### config.mk
export PLATFORM = sky130hd
export DESIGN_NAME = key_event_decoder_flat
export DESIGN_NICKNAME = d
export VERILOG_FILES = /design/src/rtl/key_event_decoder_if.sv /design/src/rtl/key_event_decoder.sv /design/src/flat_wrapper.sv
export SDC_FILE = /design/constraint.sdc
export NUM_CORES = 1
export LEC_CHECK = 0
export BUFFER_PORTS_ARGS = -buffer_cell sky130_fd_sc_hd__clkbuf_2
export CORE_UTILIZATION = 25
export DETAILED_ROUTE_END_ITERATION = 8
export SYNTH_ARGS = -nofsm -noshare
export SYNTH_HDL_FRONTEND = slang
export SYNTH_SLANG_ARGS = --single-unit
### constraint.sdc
create_clock -name clk -period 2.35 [get_ports clk]
set_input_delay 0.1175 -clock clk [delete_from_list [all_inputs] [get_ports clk]]
set_output_delay 0.1175 -clock clk [all_outputs]
set_load 0.005 [all_outputs]
### src/rtl/key_event_decoder_if.sv
// Key event bundle: debounced key level in, single-cycle events and held level out.
interface key_event_decoder_if;
    logic pressed;
    logic press_evt;
    logic release_evt;
    logic long_evt;
    logic repeat_evt;
    logic held;

    modport master (
        output pressed,
        input  press_evt,
        input  release_evt,
        input  long_evt,
        input  repeat_evt,
        input  held
    );

    modport slave (
        input  pressed,
        output press_evt,
        output release_evt,
        output long_evt,
        output repeat_evt,
        output held
    );
endinterface

### src/rtl/key_event_decoder.sv
// Turns a debounced key level into press/release/long-press/auto-repeat pulses.
// All outputs are registered; release always wins over a threshold event.
module key_event_decoder #(
    parameter int unsigned CNT_W         = 24,
    parameter int unsigned LONG_CYCLES   = 5_000_000,
    parameter int unsigned REPEAT_PERIOD = 1_000_000,
    parameter int unsigned REPEAT_EN     = 1
) (
    input  logic                 clk,
    input  logic                 reset,
    key_event_decoder_if.slave   kif
);

    typedef enum logic [1:0] {
        IDLE,
        PRESS,
        HOLD
    } state_t;

    localparam logic [CNT_W-1:0] LONG_LAST   = CNT_W'(LONG_CYCLES - 1);
    localparam logic [CNT_W-1:0] REPEAT_LAST = CNT_W'(REPEAT_PERIOD - 1);
    localparam logic             RPT_ON      = (REPEAT_EN != 0);

    state_t           state_q, state_d;
    logic [CNT_W-1:0] cnt_q, cnt_d;
    logic             press_evt_q, press_evt_d;
    logic             release_evt_q, release_evt_d;
    logic             long_evt_q, long_evt_d;
    logic             repeat_evt_q, repeat_evt_d;
    logic             held_q, held_d;

    always_comb begin
        state_d       = state_q;
        cnt_d         = cnt_q;
        press_evt_d   = 1'b0;
        release_evt_d = 1'b0;
        long_evt_d    = 1'b0;
        repeat_evt_d  = 1'b0;

        case (state_q)
            IDLE: begin
                if (kif.pressed) begin
                    press_evt_d = 1'b1;
                    cnt_d       = '0;
                    state_d     = PRESS;
                end
            end
            PRESS: begin
                if (!kif.pressed) begin
                    release_evt_d = 1'b1;
                    state_d       = IDLE;
                end else if (cnt_q == LONG_LAST) begin
                    long_evt_d = 1'b1;
                    cnt_d      = '0;
                    state_d    = HOLD;
                end else begin
                    cnt_d = cnt_q + CNT_W'(1);
                end
            end
            HOLD: begin
                // With repeat disabled the counter freezes so it can never wrap.
                if (!kif.pressed) begin
                    release_evt_d = 1'b1;
                    state_d       = IDLE;
                end else if (RPT_ON && (cnt_q == REPEAT_LAST)) begin
                    repeat_evt_d = 1'b1;
                    cnt_d        = '0;
                end else if (RPT_ON) begin
                    cnt_d = cnt_q + CNT_W'(1);
                end
            end
            default: begin
                state_d = IDLE;
                cnt_d   = '0;
            end
        endcase

        held_d = (state_d != IDLE);
    end

    always_ff @(posedge clk) begin
        if (reset) begin
            state_q       <= IDLE;
            cnt_q         <= '0;
            press_evt_q   <= 1'b0;
            release_evt_q <= 1'b0;
            long_evt_q    <= 1'b0;
            repeat_evt_q  <= 1'b0;
            held_q        <= 1'b0;
        end else begin
            state_q       <= state_d;
            cnt_q         <= cnt_d;
            press_evt_q   <= press_evt_d;
            release_evt_q <= release_evt_d;
            long_evt_q    <= long_evt_d;
            repeat_evt_q  <= repeat_evt_d;
            held_q        <= held_d;
        end
    end

    assign kif.press_evt   = press_evt_q;
    assign kif.release_evt = release_evt_q;
    assign kif.long_evt    = long_evt_q;
    assign kif.repeat_evt  = repeat_evt_q;
    assign kif.held        = held_q;

endmodule

### src/flat_wrapper.sv
// flat-port wrapper written by rule: the top's interface ports become plain ports
module key_event_decoder_flat 
#(
    parameter int unsigned CNT_W         = 24,
    parameter int unsigned LONG_CYCLES   = 5_000_000,
    parameter int unsigned REPEAT_PERIOD = 1_000_000,
    parameter int unsigned REPEAT_EN     = 1
)
  (clk, reset, kif_pressed, kif_press_evt, kif_release_evt, kif_long_evt, kif_repeat_evt, kif_held);
  key_event_decoder_if kif_i ();
  input  logic clk;
  input  logic reset;
  input wire logic [$bits(kif_i.pressed)-1:0] kif_pressed;
  output wire logic [$bits(kif_i.press_evt)-1:0] kif_press_evt;
  output wire logic [$bits(kif_i.release_evt)-1:0] kif_release_evt;
  output wire logic [$bits(kif_i.long_evt)-1:0] kif_long_evt;
  output wire logic [$bits(kif_i.repeat_evt)-1:0] kif_repeat_evt;
  output wire logic [$bits(kif_i.held)-1:0] kif_held;
  assign kif_i.pressed = kif_pressed;
  assign kif_press_evt = kif_i.press_evt;
  assign kif_release_evt = kif_i.release_evt;
  assign kif_long_evt = kif_i.long_evt;
  assign kif_repeat_evt = kif_i.repeat_evt;
  assign kif_held = kif_i.held;
  key_event_decoder #(.CNT_W(CNT_W), .LONG_CYCLES(LONG_CYCLES), .REPEAT_PERIOD(REPEAT_PERIOD), .REPEAT_EN(REPEAT_EN)) u_core (.clk(clk), .reset(reset), .kif(kif_i));
endmodule
# Word-level counts from Yosys, hierarchy flattened
# Cells that the tools add are included.
# op_classes
muxes	15
eq_ne	7
reduce_logical	8
bitwise	5
n_addsub	1
# op_table
operator	n
$mux 24	5
$pmux 24 s3	1
$add 24x1->24 const B	1
$eq 24x20->1 const B	1
$eq 24x23->1 const B	1
$mux 2	4
$ne 2x2->1 const B	3
$pmux 2 s3	1
$reduce_or 2->1	3
$reduce_or 3->1	2
$not 1->1	5
$mux 1	4
$reduce_and 3->1	1
$eq 2x1->1 const B	1
$eq 2x2->1 const B	1
$logic_not 2->1	1
$reduce_bool 2->1	1
# totals
reg_bits	31
wordCells	43
out_inout_bits	5
input_bits	3

# Depth between registers and ports, before layout
# logic_depth
word_depth	5
ltp_mapped	9
ltp_nobuf	7

# Least setup slack after synthesis
# Ideal clock, no wire load.
# synth_path
path_type	flip-flop to flip-flop
startpoint	reg u_core.state_q[0]
endpoint	reg u_core.cnt_q[17]
path_slack_ns	0.344
path_stages_with_launch	10
arrival_time_ns	1.891
synth_period_minus_slack_ns	2.006
required_ns	2.235
cell_sequence	dfxtp_1 -> inv_1 -> ha_1 -> nor3_1 -> or2_2 -> buf_2 -> nor2_1 -> a311oi_4 -> buf_6 -> nor2_2
# synth_between
elab_chain_cells	3
word_cells_on_any_way	8
# synth_rtl
item	line_no	rtl
start: declaration	key_event_decoder.sv:24	state_t state_q, state_d;
start signal: assignment	key_event_decoder.sv:91	state_q <= state_d;
$eq 2x2->1 (tied with other cells)	key_event_decoder.sv:40	case (state_q)
$ne 2x2->1 (no line)	-	
$reduce_and 3->1 (no line)	-	
end signal: assignment	key_event_decoder.sv:92	cnt_q <= cnt_d;
end: declaration	key_event_decoder.sv:25	logic [CNT_W-1:0] cnt_q, cnt_d;
# Several ways; a longest one is shown, not always the timed one.
# A chain may end at the register's enable or synchronous reset.

# Worst setup path after layout
# layout_path
startpoint	reg u_core.state_q[0]
endpoint	reg u_core.cnt_q[22]
# Same word-level chain as after synthesis.

==> summary.md <==
| Metric | Value |
|---|---|
| Number of synthesized flops with an enable pin | `0` |
| Via/cell ratio | `4.62` |
| Clock Tree Root | `clkbuf_8` |
| Setup TNS | `0 ps` |
| Fin crit share | `86.4%` |
| Largest net degree at the start of global routing | `25` |
| Total Routing Usage GR | `11.3%` |
| Status | `finished clean` |
| IO buf count | `7` |
| Synth Cell Area | `1630 sq um` |
| Vias post-DR | `1,243` |
| CTS clk-pin slew, worst paths | `60 ps` |
| DP HPWL | `2320 um` |
| Ports | `8` |
| Antenna Nets Post-Route | `0` |
| Vias in the first global route | `1,268` |
| LEAKAGE | `0.000602 uW` |
| H-tree depth | `2` |
| Critical path type | `flop to flop` |
| Gate Count Post-Synth | `176` |
| Final WS setup | `319 ps` |
| Worst slew pin tran | `507 ps` |
| Num Clock Sinks | `31` |
| Distinct cells, synth | `36` |
| Initial antenna violation count | `0` |
| RSZ-0062 raised after global routing | `false` |
| Clk_lat worst skew | `280 ps` |
| Max-cap violations | `0` |
| First-pass GRT wire length | `5660 um` |
| CTS tree | `yes` |
| Max-slew violation count | `0` |
| Crit path DAT | `2200 ps` |
| Setup Skew | `5.72 ps` |
| Die area | `6830 sq um` |
| Largest stage delay, worst path | `410 ps` |
| Place WS | `188 ps` |
| Power Density | `565 nW/um^2` |
| Core region area | `6310 sq um` |
| Share of cells above drive strength 1 | `27.6%` |
| Fin crit period | `2030 ps` |
| Die X | `82.6 um` |
| Maximum vdd ir drop | `222 uV` |
| Crit path cell chain | `inv_1 > ha_1 > nor3_2 > or2_2 > nor2_1 > a311oi_4 > buf_12 > nor2_2` |
| Net count after synthesis | `184` |
| DRC viols | `0` |
| Detailed Routing Iterations Pass 1 | `6` |
| Synthesis-to-finish area growth | `16.1%` |
| Fill cells | `695` |
| Inserted Diodes | `0` |
| Routed WL | `3150 um` |
| Fin nets | `199` |
| Max stage delay cell, worst path | `dfxtp_1` |
| Sequential area share after synthesis | `38.2%` |
| Slew margin rel. | `66.1%` |
| Worst R2R Setup Slack | `320 ps` |
| GRT Residual Overflow | `0` |
| Die Y-Extent | `82.6 um` |
| Fin. Hold Viols | `0` |
| CTS Buffer Depth | `2` |
| Crit start category | `flop` |
| CTS Buf Count | `5` |
| GP Congestion | `0.899` |
| Ys flop type | `dfxtp_1` |
| Critical Path RT | `2520 ps` |
| Initial core utilization | `25.7%` |
| Post-synthesis register bit count | `31` |
| Commonest cells after routing, fill and taps aside | `dfxtp_1, nor2_2, xnor2_1` |
| Worst hold path type | `input port to flop` |
| Most common cell after layout, fill and taps aside | `dfxtp_1` |
| First DRT Iteration DRCs | `58` |
| Final setup viols | `0` |
| Max FO, Critical Path | `24` |
| Drt wl/cell | `11.7 um` |
| Worst setup EP type | `flop` |
| Yosys warns | `0` |
| Site Rows | `29` |
| Fmax achieved | `492 MHz` |
| FFs w/ async S/R, synth | `0%` |
| Mean post-synth cell area | `9.23 sq um` |
metrics by stage:
| stage | hold slack [ps] | util [%] | cells | total power (uW) | instance area [sq um] |
|---|---|---|---|---|---|
| 2_1_floorplan | 193 | - | 176 | 606 | 1630 |
| 3_3_place_gp | 405 | 28.0 | 260 | 624 | 1770 |
| 3_5_place_dp | 407 | 28.0 | 260 | 624 | 1770 |
| 4_1_cts | 103 | 29.6 | 268 | 1090 | 1870 |
| 5_1_grt | 121 | 29.9 | 269 | 1120 | 1890 |
| 6_report | 114 | 29.9 | 269 | 1070 | 1890 |
cells by family (layout without fill, tap and decap cells):
logic type	count (synthesis)	in the layout	synth area share, %
AO/OA/AOI/OAI	10	10	6.01
XOR/XNOR	23	23	12.4
adder cells (fa/ha/maj)	5	5	3.85
buffers and inverters	12	28	3.77
flip-flops	31	31	38.2
multiplexers	1	1	0.616
AND/OR/NAND/NOR	94	94	35.2
path summary, 6_finish.rpt:
check	cells past startpoint	from	endpoint
worst max-delay path	8	u_core.state_q[0]	u_core.cnt_q[22]
worst max register to register	8	u_core.state_q[0]	u_core.cnt_q[22]
worst min register to register	2	u_core.cnt_q[5]	u_core.cnt_q[5]
worst min-delay path	2	reset	u_core.kif.release_evt
per-layer routing:
| metal | track usage, % | wire length (um) | vias up |
|---|---|---|---|
| met3 | 4.29 | 141 | 7 |
| met4 | 4.83 | 53 | 0 |
| met1 | 12.8 | 1490 | 574 |
| met5 | 0 | 0 | - |
| met2 | 19.1 | 1470 | 24 |
| li1 | - | - | 638 |
flip-flops by register name, indices dropped and copies added, names as in the netlist:
register	cells
u_core.kif.repeat_evt	1
u_core.kif.release_evt	1
u_core.kif.press_evt	1
u_core.kif.held	1
u_core.kif.long_evt	1
u_core.state_q	2
u_core.cnt_q	24
cells in the mapped netlist (all sizes together) (3+ instances only):
| master | number | area share, % |
|---|---|---|
| dfxtp | 31 | 38 |
| xnor2 | 19 | 10 |
| nor4 | 8 | 4.0 |
| inv | 8 | 1.8 |
| and3 | 5 | 2.3 |
| nand4 | 5 | 2.3 |
| and4 | 3 | 1.7 |
| buf | 3 | 1.7 |
| xor2 | 4 | 2.2 |
| nor4b | 3 | 2.8 |
| nor2 | 36 | 11 |
| nand3 | 11 | 3.7 |
| ha | 5 | 3.8 |
| nand2 | 11 | 2.5 |
| nor3 | 8 | 2.5 |
critical path: cells and delay by family (launching register included):
kind | cells | cell delay [ps]
AND/OR/NAND/NOR | 4 | 640
flip-flops | 1 | 410
buffers and inverters | 2 | 330
adder cells (fa/ha/maj) | 1 | 280
AO/OA/AOI/OAI | 1 | 250
where the power goes:
part	leakage, uW	internal (uW)	switching (uW)
registers	0.000251	533	6.05
logic	0.000300	27.1	47.3
clock network	0.0000515	267	186
cell type report:
cell class	count	area [sq um]	share of cell area [%]
multi-input combinational	133	955	50.6
tap	77	96.3	5.11
clock buffer	8	100	5.31
timing repair buffer	12	85.1	4.51
inverter	8	30.0	1.59
sequential	31	621	32.9
what timing repair did:
action / in CTS / in global routing
resized for setup: 0 / 2
setup endpoints to repair: 0 / 11
hold buffers: 0 / 0
setup buffers: 0 / 1
No activity file was read; power rests on OpenSTA's default activity.
